### config.mk
export PLATFORM = sky130hd
export DESIGN_NAME = ysyx_25040105_ifetch
export DESIGN_NICKNAME = d
export VERILOG_FILES = /design/src/rtl/ysyx_25040105_ifetch.sv
export SDC_FILE = /design/constraint.sdc
export NUM_CORES = 1
export LEC_CHECK = 0
export ABC_AREA = 1
export BUFFER_PORTS_ARGS = -buffer_cell sky130_fd_sc_hd__buf_2
export CAP_MARGIN = 20
export CORE_AREA = 2 2 136 138
export CTS_CLUSTER_DIAMETER = 150
export DETAILED_ROUTE_END_ITERATION = 10
export DIE_AREA = 0 0 138 140
export PLACE_DENSITY = 0.67
export SETUP_SLACK_MARGIN = 0.05
export SYNTH_ARGS = -nofsm -noshare
export SYNTH_HDL_FRONTEND = slang
export SYNTH_SLANG_ARGS = --single-unit
### constraint.sdc
create_clock -name clk -period 1.4 [get_ports clk]
set_input_delay 0.28 -clock clk [delete_from_list [all_inputs] [get_ports clk]]
set_output_delay 0.28 -clock clk [all_outputs]
set_load 0.01 [all_outputs]
### src/rtl/ysyx_25040105_ifetch.sv
// Instruction-fetch controller: owns the PC, issues one fetch at a time over valid/ready,
// and hands fetched words to the datapath; redirects kill stale in-flight fetches.
module ysyx_25040105_ifetch #(
  parameter logic [31:0] RESET_PC = 32'h8000_0000
) (
  input  logic        clk,
  input  logic        rst,
  output logic        o_imem_req_valid,
  input  logic        i_imem_req_ready,
  output logic [31:0] o_imem_req_addr,
  input  logic        i_imem_rsp_valid,
  output logic        o_imem_rsp_ready,
  input  logic [31:0] i_imem_rsp_data,
  output logic        o_inst_valid,
  input  logic        i_inst_ready,
  output logic [31:0] o_inst,
  output logic [31:0] o_pc,
  input  logic        i_redirect_en,
  input  logic [31:0] i_redirect_addr,
  output logic [31:0] o_fetch_cnt
);

  typedef enum logic [1:0] {StReq, StWait, StHold} state_e;

  state_e      r_state;
  logic [31:0] r_pc;
  logic [31:0] r_inst;
  logic        r_kill;
  logic [31:0] r_redir_pc;
  logic [31:0] r_fetch_cnt;

  assign o_imem_req_valid = (r_state == StReq) && !rst;
  assign o_imem_rsp_ready = (r_state == StWait);
  assign o_inst_valid     = (r_state == StHold);
  assign o_imem_req_addr  = r_pc;
  assign o_pc             = r_pc;
  assign o_inst           = r_inst;
  assign o_fetch_cnt      = r_fetch_cnt;

  always_ff @(posedge clk) begin
    if (rst) begin
      r_state     <= StReq;
      r_pc        <= RESET_PC;
      r_inst      <= '0;
      r_kill      <= 1'b0;
      r_redir_pc  <= '0;
      r_fetch_cnt <= '0;
    end else begin
      unique case (r_state)
        StReq: begin
          // The request address stays put; the redirect only marks this fetch for discard.
          if (i_redirect_en) begin
            r_kill     <= 1'b1;
            r_redir_pc <= i_redirect_addr;
          end
          if (i_imem_req_ready) r_state <= StWait;
        end
        StWait: begin
          if (i_imem_rsp_valid) begin
            r_kill <= 1'b0;
            if (i_redirect_en) begin
              r_pc    <= i_redirect_addr;
              r_state <= StReq;
            end else if (r_kill) begin
              r_pc    <= r_redir_pc;
              r_state <= StReq;
            end else begin
              r_inst  <= i_imem_rsp_data;
              r_state <= StHold;
            end
          end else if (i_redirect_en) begin
            r_kill     <= 1'b1;
            r_redir_pc <= i_redirect_addr;
          end
        end
        StHold: begin
          if (i_inst_ready) begin
            r_fetch_cnt <= r_fetch_cnt + 32'd1;
            r_pc        <= i_redirect_en ? i_redirect_addr : r_pc + 32'd4;
            r_state     <= StReq;
          end else if (i_redirect_en) begin
            r_pc    <= i_redirect_addr;
            r_state <= StReq;
          end
        end
        default: r_state <= StReq;
      endcase
    end
  end

endmodule
==> flow_metrics.py <==
metrics = {
    "synthesis": {
        "ys_warn_count": 0,
        "synthTopCellsByArea": "dfxtp_1 (36%), nand2_1 (11%), nor2_1 (11%)",
        "synthXorXnorAreaFrac_pct": 1.699,
        "ys_ff_latch": 131,
        "synth_nets": 1196,
        "synthFlopType": "dfxtp_1",
        "ys_async_sr_fraction_pct": 0,
        "synth_top_area_cell": "dfxtp_1",
        "synth_compound_gate_area_share_pct": 19.40,
        "yosysSeqAreaShare_pct": 36.33,
        "synthAdderAreaFrac_pct": 0.8667,
        "synth_most_common_cell": "nand2_1",
        "synthSimpleGateAreaFrac_pct": 30.27,
        "synth_edf_count": 0,
        "syn_inst": 1121,
        "synth_top_family_by_area": "simple AND/OR/NAND/NOR gates",
        "synth_commonest_cells": "nand2_1 (217), nor2_1 (207), o21ai_0 (149), dfxtp_1 (131), a21oi_1 (110)",
        "avgSynthCellArea_um2": 6.439,
        "synth.mux.area_fraction_pct": 0.1387,
        "synth_area_um2": 7218,
        "synthDistinctLibCells": 38,
        "synth_top_area_share_pct": 36.33,
    },
    "die": {
        "dieArea_um2": 19320,
        "ios": 201,
        "dieHeight_um": 140,
        "core_um2": 17780,
        "start_util_pct": 40.60,
        "num_rows": 49,
        "die_x_um": 138,
    },
    "finish": {
        "diodes": 0,
        "fin_cells": 1699,
        "area_growth_pct": 67.67,
        "fin_nets": 1532,
        "fillers": 1386,
        "drive_gt1_share_pct": 47.96,
    },
    "placement": {
        "place_inst": 1621,
        "dp_hpwl_um": 16690,
        "gp_congestion": 0.8775,
        "port_buffers": 200,
    },
    "global_route": {
        "met3_usage_pct": 4.684,
        "grt_max_degree": 76,
        "grt_pass1_vias": 7958,
        "use_met1_pct": 31.79,
        "overflow": 0,
        "grt_use_total_pct": 24.66,
        "gr-max-usage-layer": "met2",
        "antenna_found_initial": 0,
        "grt.met2_usage_pct": 41.79,
        "grt_pass1_wl_um": 39080,
    },
    "clock_tree": {
        "htreeDepth": 4,
        "clkLatencyLatePin_ns": 0.43,
        "clkSinkCount": 131,
        "path_clk_slew_ns": 0.07,
        "cts_buffers": 17,
        "cts-root-buf": "clkbuf_16",
        "cts_buffer_depth": 2,
        "cts_tree": "done",
        "holdBufCountCts": 0,
    },
    "sta": {
        "whs_ns": 0.07899,
        "finalWorstSetupSlack_ns": -0.3017,
        "fmax_mhz": 587.7,
        "worst_pin_slew_ns": 0.5951,
        "setup_viol": 127,
        "finClkSkew_ns": 0.008726,
        "finalCritPeriodShare_pct": 121.5,
        "rsz0062_at_grt": "yes",
        "finalHoldViolCount": 0,
        "slew_violations": 0,
        "fin_crit_ns": 1.702,
        "max_slew_margin_pct": 59.91,
    },
    "critical_path": {
        "worstPathMaxFanout": 3,
        "cp.required_ns": 1.12,
        "regToRegStartpoint": "r_state[0]",
        "crit_type": "flip-flop to primary output",
        "cp.arrival_ns": 1.42,
        "crit_path_end": "o_inst_valid",
        "endpoint_kind": "primary output",
        "reg2reg_depth": 10,
        "start_kind": "flip-flop",
        "r2r_end": "o_imem_req_addr[11]",
        "crit_start": "r_state[0]",
        "rrSetupSlack_ns": -0.29,
    },
    "drt": {
        "drcViolationCount": 0,
        "drt_iter0_drc": 622,
        "antenna_left": 0,
        "wl_per_cell_um": 16.35,
        "firstDrtPassIters": 5,
        "via_count": 8874,
        "viasPerCell": 5.223,
        "drt_wl_total_um": 27780,
    },
    "flow_run": {
        "drv_cap": 0,
    },
    "power_and_ir_drop": {
        "vdd_ir_drop_max_mv": 1.047,
        "p_leak_nw": 5.279,
        "powerDensity_nw_per_um2": 1614,
    },
    "worst_hold_path": {
        "holdCritPathClass": "input pin to flip-flop",
        "worstHoldStart": "i_imem_rsp_data[2]",
    },
    "run_status": {
        "failed_checks": "setup timing",
        "status": "complete, but fails checks",
    },
}
-- critical path, cell delays in order (launching register included) --
cell     delay [ns]
dfxtp_4        0.37
inv_4          0.05
ha_4           0.19
buf_4          0.15
buf_8          0.11
buf_6          0.11
-- cells by family (layout without fill, tap and decap cells) --
| family | count (synthesis) | after routing |
|---|---|---|
| XOR/XNOR | 14 | 14 |
| multiplexers | 1 | 1 |
| AO/OA/AOI/OAI | 274 | 274 |
| flip-flops | 131 | 131 |
| buffers and inverters | 182 | 531 |
| AND/OR/NAND/NOR | 514 | 514 |
| adder cells (fa/ha/maj) | 5 | 5 |
-- routing by layer --
layer	up-vias	routed length [um]	part of all wire [%]
li1	4282	-	-
met1	4181	11630	42
met2	367	13730	49
met3	44	1945	7.0
met4	0	476	1.7
met5	-	0	0
-- state kept, by name, summed over array words and instances (netlist names) --
name,flops
r_state,2
o_fetch_cnt,32
r_kill,1
o_inst,32
r_redir_pc,32
o_imem_req_addr,32
-- cell usage in the layout (no fill, tap or decap), types with 14 or more instances in the layout --
cell type	synthesis	routed
nand3b_1	15	15
nor2_2	4	20
buf_2	8	184
clkbuf_16	0	28
o21ai_2	0	34
dfxtp_2	0	37
buf_12	0	14
a21oi_2	1	36
nor2_1	207	146
nor2_4	4	49
o21ai_1	3	15
inv_1	93	81
o21ai_0	149	98
dfxtp_1	131	81
buf_6	0	51
a21oi_4	0	16
a21oi_1	110	59
nand2_1	217	200
buf_4	32	134
nand3_1	35	30
-- where the power goes --
part           internal (mW)  switching, mW
Sequential              4.73          0.618
Clock                   2.52           1.88
Combinational           4.66           5.14
-- worst min-delay path by stage --
stage | endpoint | cells after the start
2_1_floorplan | o_inst[30] | 2
3_3_place_gp | r_redir_pc[31] | 2
3_5_place_dp | r_redir_pc[31] | 2
4_1_cts | o_inst[18] | 3
5_1_grt | o_inst[11] | 3
6_report | o_inst[2] | 3
-- final cells by class --
cell class | count | area (um2) | area share, %
Clock buffer | 19 | 442.9 | 3.660
Tap cell | 229 | 286.5 | 2.367
Timing Repair Buffer | 400 | 3172 | 26.21
Multi-Input combinational cell | 808 | 4933 | 40.76
Inverter | 99 | 426.7 | 3.525
Clock inverter | 13 | 123.9 | 1.023
Sequential cell | 131 | 2718 | 22.45
-- through the flow --
| step | setup TNS [ns] | utilization [%] | instance area [um2] | setup slack [ns] | power [mW] |
|---|---|---|---|---|---|
| CTS | -11.82 | 60.95 | 10840 | -0.2553 | 17.44 |
| global route | -28.43 | 68.07 | 12100 | -0.3236 | 20.47 |
| finish | -21.20 | 68.07 | 12100 | -0.3017 | 19.53 |
| global placement | -3.808 | 54.01 | 9603 | -0.09168 | 11.92 |
| floorplan | -1.515 | - | 7518 | -0.08783 | 9.552 |
| detailed placement | -6.977 | 54.01 | 9603 | -0.1750 | 12.05 |
-- what timing repair did --
action	CTS	global route
hold endpoints to repair	0	0
resized for setup	167	226
cloned	2	14
buffers inserted	16	17
endpoints found under the setup margin	163	168
pin swaps	45	58
(Power assumes the default switching activity.)
